### config.mk
export PLATFORM = sky130hd
export DESIGN_NAME = led_matrix_scanner
export DESIGN_NICKNAME = d
export VERILOG_FILES = /design/src/rtl/sga_pkg.sv /design/src/rtl/frame_double_buffer.sv /design/src/rtl/led_matrix_scanner.sv
export SDC_FILE = /design/constraint.sdc
export NUM_CORES = 1
export LEC_CHECK = 0
export CAP_MARGIN = 30
export CORE_MARGIN = 5
export CORE_UTILIZATION = 39
export CTS_CLUSTER_DIAMETER = 60
export CTS_CLUSTER_SIZE = 30
export DETAILED_ROUTE_END_ITERATION = 8
export HOLD_SLACK_MARGIN = 0.05
export PLACE_DENSITY = 0.63
export SETUP_SLACK_MARGIN = 0.1
export SYNTH_ARGS = -nofsm -noshare
export SYNTH_HDL_FRONTEND = slang
export SYNTH_SLANG_ARGS = --single-unit
export TNS_END_PERCENT = 10
### constraint.sdc
create_clock -name clock -period 2.05 [get_ports clock]
set_input_delay 0.205 -clock clock [delete_from_list [all_inputs] [get_ports clock]]
set_output_delay 0.205 -clock clock [all_outputs]
set_load 0.005 [all_outputs]
### src/rtl/sga_pkg.sv
// Shared Snake Game Arcade definitions: matrix geometry, scan states and frame bit layout.
package sga_pkg;

  localparam int unsigned SGA_ROWS = 6;
  localparam int unsigned SGA_COLS = 6;

  typedef enum logic [1:0] {
    ST_IDLE  = 2'b00,
    ST_BLANK = 2'b01,
    ST_DRIVE = 2'b10,
    ST_NEXT  = 2'b11
  } scan_state_e;

  // Frame bit of (row, col): rows are packed low-first, cols bits per row.
  function automatic int unsigned frame_bit(input int unsigned row,
                                            input int unsigned col,
                                            input int unsigned cols);
    return row * cols + col;
  endfunction

endpackage

### src/rtl/frame_double_buffer.sv
// Shadow/active frame pair: strobes land in shadow, commits publish shadow to active.
module frame_double_buffer #(
  parameter int unsigned FW = 36
) (
  input  logic          clk_i,
  input  logic          rst_i,
  input  logic          load_i,
  input  logic [FW-1:0] frame_i,
  input  logic          commit_i,
  output logic [FW-1:0] active_o,
  output logic          pending_o
);

  logic [FW-1:0] shadow_q, shadow_d;
  logic [FW-1:0] active_q, active_d;
  logic          pending_q, pending_d;

  // A load in the commit cycle wins pending back: the new frame waits for the next boundary.
  always_comb begin
    shadow_d  = shadow_q;
    active_d  = active_q;
    pending_d = pending_q;
    if (commit_i) begin
      active_d  = shadow_q;
      pending_d = 1'b0;
    end
    if (load_i) begin
      shadow_d  = frame_i;
      pending_d = 1'b1;
    end
  end

  always_ff @(posedge clk_i) begin
    if (rst_i) begin
      shadow_q  <= '0;
      active_q  <= '0;
      pending_q <= 1'b0;
    end else begin
      shadow_q  <= shadow_d;
      active_q  <= active_d;
      pending_q <= pending_d;
    end
  end

  assign active_o  = active_q;
  assign pending_o = pending_q;

endmodule

### src/rtl/led_matrix_scanner.sv
// Row-multiplexed LED matrix scan driver with blanking between rows and
// tear-free frame updates committed only on frame boundaries.
module led_matrix_scanner
  import sga_pkg::*;
#(
  parameter int unsigned ROWS         = SGA_ROWS,
  parameter int unsigned COLS         = SGA_COLS,
  parameter int unsigned DWELL_CYCLES = 4,
  parameter int unsigned BLANK_CYCLES = 1
) (
  input  logic                     clock,
  input  logic                     restart,
  input  logic                     enable,
  input  logic [ROWS*COLS-1:0]     frame,
  input  logic                     frame_valid,
  output logic [ROWS-1:0]          row_sel,
  output logic [COLS-1:0]          col_data,
  output logic                     frame_done,
  output logic [$clog2(ROWS)-1:0]  db_row,
  output logic [1:0]               db_state
);

  localparam int unsigned FW      = ROWS * COLS;
  localparam int unsigned RW      = $clog2(ROWS);
  localparam int unsigned CNT_MAX = (DWELL_CYCLES > BLANK_CYCLES) ? DWELL_CYCLES : BLANK_CYCLES;
  localparam int unsigned CW      = $clog2(CNT_MAX + 1);

  scan_state_e     state_q, state_d;
  logic [RW-1:0]   row_q, row_d;
  logic [CW-1:0]   cnt_q, cnt_d;
  logic [ROWS-1:0] row_sel_q, row_sel_d;
  logic [COLS-1:0] col_data_q, col_data_d;
  logic            frame_done_q, frame_done_d;

  logic [FW-1:0]   active;
  logic            pending;
  logic            last_row;
  logic            commit;

  assign last_row = (row_q == RW'(ROWS - 1));
  assign commit   = pending && ((state_q == ST_IDLE) || ((state_q == ST_NEXT) && last_row));

  frame_double_buffer #(
    .FW(FW)
  ) u_buf (
    .clk_i    (clock),
    .rst_i    (restart),
    .load_i   (frame_valid),
    .frame_i  (frame),
    .commit_i (commit),
    .active_o (active),
    .pending_o(pending)
  );

  // Next scan position, then outputs derived from where the scan is heading.
  always_comb begin
    state_d      = state_q;
    row_d        = row_q;
    cnt_d        = cnt_q;
    row_sel_d    = '0;
    col_data_d   = '0;
    frame_done_d = 1'b0;

    unique case (state_q)
      ST_IDLE: begin
        row_d = '0;
        cnt_d = '0;
        if (enable) state_d = ST_BLANK;
      end
      ST_BLANK: begin
        if (!enable) begin
          state_d = ST_IDLE;
          row_d   = '0;
          cnt_d   = '0;
        end else if (cnt_q == CW'(BLANK_CYCLES - 1)) begin
          state_d = ST_DRIVE;
          cnt_d   = '0;
        end else begin
          cnt_d = cnt_q + CW'(1);
        end
      end
      ST_DRIVE: begin
        if (!enable) begin
          state_d = ST_IDLE;
          row_d   = '0;
          cnt_d   = '0;
        end else if (cnt_q == CW'(DWELL_CYCLES - 1)) begin
          state_d = ST_NEXT;
          cnt_d   = '0;
        end else begin
          cnt_d = cnt_q + CW'(1);
        end
      end
      ST_NEXT: begin
        cnt_d = '0;
        row_d = last_row ? '0 : row_q + RW'(1);
        if (enable) begin
          state_d = ST_BLANK;
        end else begin
          state_d = ST_IDLE;
          row_d   = '0;
        end
      end
      default: begin
        state_d = ST_IDLE;
        row_d   = '0;
        cnt_d   = '0;
      end
    endcase

    // Active never changes on an edge entering DRIVE, so the current copy is the one shown.
    if (state_d == ST_DRIVE) begin
      row_sel_d  = ROWS'(1) << row_d;
      col_data_d = active[frame_bit(32'(row_d), 0, COLS) +: COLS];
    end
    frame_done_d = (state_d == ST_NEXT) && (row_d == RW'(ROWS - 1));
  end

  always_ff @(posedge clock) begin
    if (restart) begin
      state_q      <= ST_IDLE;
      row_q        <= '0;
      cnt_q        <= '0;
      row_sel_q    <= '0;
      col_data_q   <= '0;
      frame_done_q <= 1'b0;
    end else begin
      state_q      <= state_d;
      row_q        <= row_d;
      cnt_q        <= cnt_d;
      row_sel_q    <= row_sel_d;
      col_data_q   <= col_data_d;
      frame_done_q <= frame_done_d;
    end
  end

  assign row_sel    = row_sel_q;
  assign col_data   = col_data_q;
  assign frame_done = frame_done_q;
  assign db_row     = row_q;
  assign db_state   = state_q;

endmodule

==> impl_results.html <==
<table>
<tr><th>Metric</th><th>Value</th></tr>
<tr><th colspan="2">Pwr</th></tr>
<tr><td>Internal power</td><td>2.888 mW</td></tr>
<tr><td>Switching part of the total</td><td>0.2276</td></tr>
<tr><td>Proportion of power drawn by combinational gates</td><td>0.091</td></tr>
<tr><td>Max rail drop VDD</td><td>402.6 uV</td></tr>
<tr><td>Clock power share</td><td>0.394</td></tr>
<tr><td>Pwr dens</td><td>737.5 nW/um^2</td></tr>
<tr><td>Switching pwr</td><td>0.8509 mW</td></tr>
<tr><td>Reported leakage power</td><td>1.965 nW</td></tr>
<tr><td>Fraction of power consumed by sequential logic</td><td>0.515</td></tr>
<tr><th colspan="2">Clock network</th></tr>
<tr><td>Total CTS buffers</td><td>9</td></tr>
<tr><td>TritonCTS clock tree</td><td>yes</td></tr>
<tr><td>Maximum buffer depth of the clock tree</td><td>2</td></tr>
<tr><td>Clock Pin Slew Worst Setup and Hold Paths</td><td>0.10 ns</td></tr>
<tr><td>Htree depth</td><td>3</td></tr>
<tr><td>CTS Sinks</td><td>94</td></tr>
<tr><td>Hold Buf Count CTS</td><td>0</td></tr>
<tr><td>Buffer cell driving the clock tree root</td><td>sky130_fd_sc_hd__clkbuf_8</td></tr>
<tr><td>Clk Latency, worst-skew pair</td><td>0.36 ns</td></tr>
<tr><th colspan="2">Worst setup path</th></tr>
<tr><td>Worst endpoint required time</td><td>2.29 ns</td></tr>
<tr><td>Slowest CP cell</td><td>sky130_fd_sc_hd__dfxtp_4</td></tr>
<tr><td>Worst setup path class</td><td>flop to flop</td></tr>
<tr><td>Critical-path cell list</td><td>inv_6 -&gt; ha_4 -&gt; mux2_4 -&gt; and2_4 -&gt; mux2_4 -&gt; a221oi_2 -&gt; o22ai_1</td></tr>
<tr><td>Nature of the critical path endpoint</td><td>flop</td></tr>
<tr><td>Reg2Reg Depth</td><td>7</td></tr>
<tr><td>Worst path arrival time</td><td>2.20 ns</td></tr>
<tr><td>Type of origin of the critical path</td><td>flop</td></tr>
<tr><td>Cell mode on critical path</td><td>sky130_fd_sc_hd__mux2_4</td></tr>
<tr><td>Critical Path Fanout Max</td><td>7</td></tr>
<tr><td>Maximum cell stage delay along the critical path</td><td>0.39 ns</td></tr>
<tr><th colspan="2">Layout</th></tr>
<tr><td>Post-layout utilization of the core</td><td>0.5235</td></tr>
<tr><td>Relative area change from synthesis to final layout</td><td>31.90%</td></tr>
<tr><td>Net count reported at finish</td><td>542</td></tr>
<tr><td>Number of inserted diodes</td><td>0</td></tr>
<tr><td>Proportion of layout cells with a drive suffix above 1</td><td>0.1630</td></tr>
<tr><th colspan="2">GRT</th></tr>
<tr><td>Pin count of the biggest net entering global routing</td><td>49</td></tr>
<tr><td>Wire length of the first global-routing pass</td><td>14.30 mm</td></tr>
<tr><td>Via count of the first global-routing pass</td><td>2974</td></tr>
<tr><td>GRT Util Overall</td><td>0.1508</td></tr>
<tr><td>Grt total ovfl</td><td>0</td></tr>
<tr><td>Number of antenna violations at the first check in global routing</td><td>0</td></tr>
<tr><th colspan="2">STA</th></tr>
<tr><td>Transition time at the pin with the least slew margin</td><td>0.4831 ns</td></tr>
<tr><td>Max frequency</td><td>512.0 MHz</td></tr>
<tr><td>Post-route clock skew</td><td>0.008567 ns</td></tr>
<tr><td>Final-report setup violation count</td><td>0</td></tr>
<tr><td>Fin crit period</td><td>1.953 ns</td></tr>
<tr><td>Worst relative slew slack</td><td>0.6779</td></tr>
<tr><td>Final number of max-transition violations</td><td>0</td></tr>
<tr><td>Number of hold violations in the final report</td><td>0</td></tr>
<tr><td>Unrepaired setup endpoints after global routing</td><td>true</td></tr>
<tr><td>Share of the clock period used by the worst path</td><td>0.9528</td></tr>
<tr><td>Worst setup margin</td><td>0.09672 ns</td></tr>
<tr><td>WHS</td><td>0.3696 ns</td></tr>
<tr><th colspan="2">Floorplan</th></tr>
<tr><td>Standard-cell rows</td><td>36</td></tr>
<tr><td>Die span in x</td><td>109.3 microns</td></tr>
<tr><td>Die H</td><td>109.3 microns</td></tr>
<tr><td>Number of top-level design ports</td><td>58</td></tr>
<tr><td>Floorplan core area</td><td>9684 sq um</td></tr>
<tr><td>Die outline area</td><td>11940 sq um</td></tr>
<tr><td>Starting density of the core</td><td>0.3969</td></tr>
<tr><th colspan="2">Placed design</th></tr>
<tr><td>Final HPWL DP</td><td>6.205 mm</td></tr>
<tr><td>Port Buffer Count</td><td>57</td></tr>
<tr><td>Post-placement setup slack</td><td>-0.1242 ns</td></tr>
<tr><td>Gpl congestion</td><td>0.8105</td></tr>
<tr><th colspan="2">Logic synthesis</th></tr>
<tr><td>Number of synthesized register bits</td><td>94</td></tr>
<tr><td>Mapped Nets</td><td>471</td></tr>
<tr><td>Top post-synthesis cells by count</td><td>94 x sky130_fd_sc_hd__dfxtp_1, 81 x sky130_fd_sc_hd__nand2_1, 49 x sky130_fd_sc_hd__nor2_1</td></tr>
<tr><td>Main area contributors after synthesis</td><td>sky130_fd_sc_hd__dfxtp_1 49%, sky130_fd_sc_hd__mux2i_1 9.9%, sky130_fd_sc_hd__nand2_1 7.9%</td></tr>
<tr><td>Most frequent cell after synthesis</td><td>sky130_fd_sc_hd__dfxtp_1</td></tr>
<tr><td>Most used DFF post-synth</td><td>sky130_fd_sc_hd__dfxtp_1</td></tr>
<tr><td>Share of Yosys cell area claimed by the top area cell type</td><td>0.4896</td></tr>
<tr><td>Synth cell types</td><td>47</td></tr>
<tr><td>Synthesized area</td><td>3844 sq um</td></tr>
<tr><td>Mapped Cells</td><td>422</td></tr>
<tr><td>Post-synthesis async set-or-reset flop share</td><td>0</td></tr>
<tr><td>Part of the Yosys area used for sequential elements</td><td>0.4896</td></tr>
<tr><td>Count of flip-flops with a built-in enable after synthesis</td><td>0</td></tr>
<tr><td>Syn. warnings</td><td>0</td></tr>
<tr><td>Mapped Avg Cell Area</td><td>9.108 sq um</td></tr>
<tr><td>Cell taking the most area after synthesis</td><td>sky130_fd_sc_hd__dfxtp_1</td></tr>
<tr><th colspan="2">Detailed routing</th></tr>
<tr><td>Number of vias per cell</td><td>4.875</td></tr>
<tr><td>Metal1 wirelength</td><td>4.033 mm</td></tr>
<tr><td>Initial drt markers</td><td>125</td></tr>
<tr><td>Routed Wire Length</td><td>8.646 mm</td></tr>
<tr><td>Met2 wire length</td><td>4.096 mm</td></tr>
<tr><td>DRC</td><td>0</td></tr>
<tr><td>Uppermost signal routing layer after detailed routing</td><td>met4</td></tr>
<tr><td>Wire length on met3</td><td>402 microns</td></tr>
<tr><td>Routed via count</td><td>3071</td></tr>
<tr><td>Routed length per placed instance</td><td>13.72 microns</td></tr>
<tr><td>First-pass detailed-route iteration total</td><td>4</td></tr>
<tr><td>ANT nets after route</td><td>0</td></tr>
<tr><th colspan="2">Min path</th></tr>
<tr><td>Hold Path Cell Cnt</td><td>3</td></tr>
<tr><td>Kind of path behind the tightest hold check</td><td>primary input to flop</td></tr>
<tr><th colspan="2">Status</th></tr>
<tr><td>Outcome</td><td>completed</td></tr>
<tr><th colspan="2">Flow run</th></tr>
<tr><td>Number of max-cap violations</td><td>0</td></tr>
</table>
## final cells by class
type / instances / area [sq um]
Inverter: 7 / 33.78
Tap cell: 133 / 166.4
Clock buffer: 9 / 123.9
Multi-Input combinational cell: 295 / 1907
Sequential cell: 94 / 1892
Clock inverter: 6 / 118.9
Fill cell: 919 / 4614
Timing Repair Buffer: 86 / 828.3
## repair_timing
action                                  CTS  global route
gates resized for setup                   8            17
pin swaps                                 5             5
buffers inserted                          5             2
endpoints found under the setup margin   26            45
## worst max-delay path: cells and delay by family, from the launching register on
kind / cells / cell delay, ns
compound gates: 2 / 0.36
fa+ha+maj: 1 / 0.25
buf+inv: 1 / 0.05
flops: 1 / 0.39
mux: 2 / 0.58
simple gates: 1 / 0.20
## cells by family (layout without fill, tap and decap cells)
family / after synthesis / after routing / share of synthesized area
AO/OA/AOI/OAI: 76 / 76 / 0.1237
adder cells (fa/ha/maj): 9 / 9 / 0.02930
flip-flops: 94 / 94 / 0.4896
buffers and inverters: 33 / 108 / 0.04264
AND/OR/NAND/NOR: 167 / 167 / 0.2012
multiplexers: 43 / 43 / 0.1136
## metal layers
metal  GRT usage  up-vias
li1            -     1588
met1      0.2006     1410
met2      0.2421       65
met3     0.03552        8
met4     0.04720        0
met5           0        -
## metrics by stage
step	setup TNS [ns]	instance area [sq um]	cells	total power, mW
floorplan	0	3861	422	2.148
global placement	0	4668	608	2.291
detailed placement	-0.2518	4668	608	2.299
CTS	0	4985	628	3.785
global route	-0.009524	5070	630	3.916
finish	0	5070	630	3.739
## layout by cell type, fill, tap and decap left out, drive strengths merged, types with 4 or more instances in the layout
master and n:
buf 31, inv 9, o22ai 7, nor2 50, mux2i 38, mux2 5, a32oi 4, a221oi 4
and4 4, ha 9, dfxtp 94, nand2b 4, o21ai 4, nand2 81, a21oi 43, or3 4
clkdlybuf4s50 55, clkbuf 9
## flip-flops by register name, indices dropped and copies added, names as in the netlist
register,count
u_buf.active_o,36
u_buf.shadow_q,36
col_data,6
row_sel,6
cnt_q,3
db_row,3
db_state,2
frame_done,1
u_buf.pending_o,1
## path summary, 6_finish.rpt
| kind | from | end | slack (ns) |
|---|---|---|---|
| setup / recovery | db_state[1] | col_data[5] | 0.1 |
| setup reg to reg | db_state[1] | col_data[5] | 0.1 |
| hold / removal | restart | u_buf.shadow_q[27] | 0.37 |
| hold reg to reg | cnt_q[0] | cnt_q[0] | 0.43 |
## power groups by stage
stage               Combinational, mW  Sequential [mW]  Clock (mW)
global placement                0.324             1.97           0
finish                          0.342             1.92        1.47
CTS                             0.343             1.92        1.52
global route                    0.378             1.93        1.61
floorplan                       0.192             1.96           0
detailed placement              0.331             1.97           0
No activity file was read; power rests on OpenSTA's default activity.
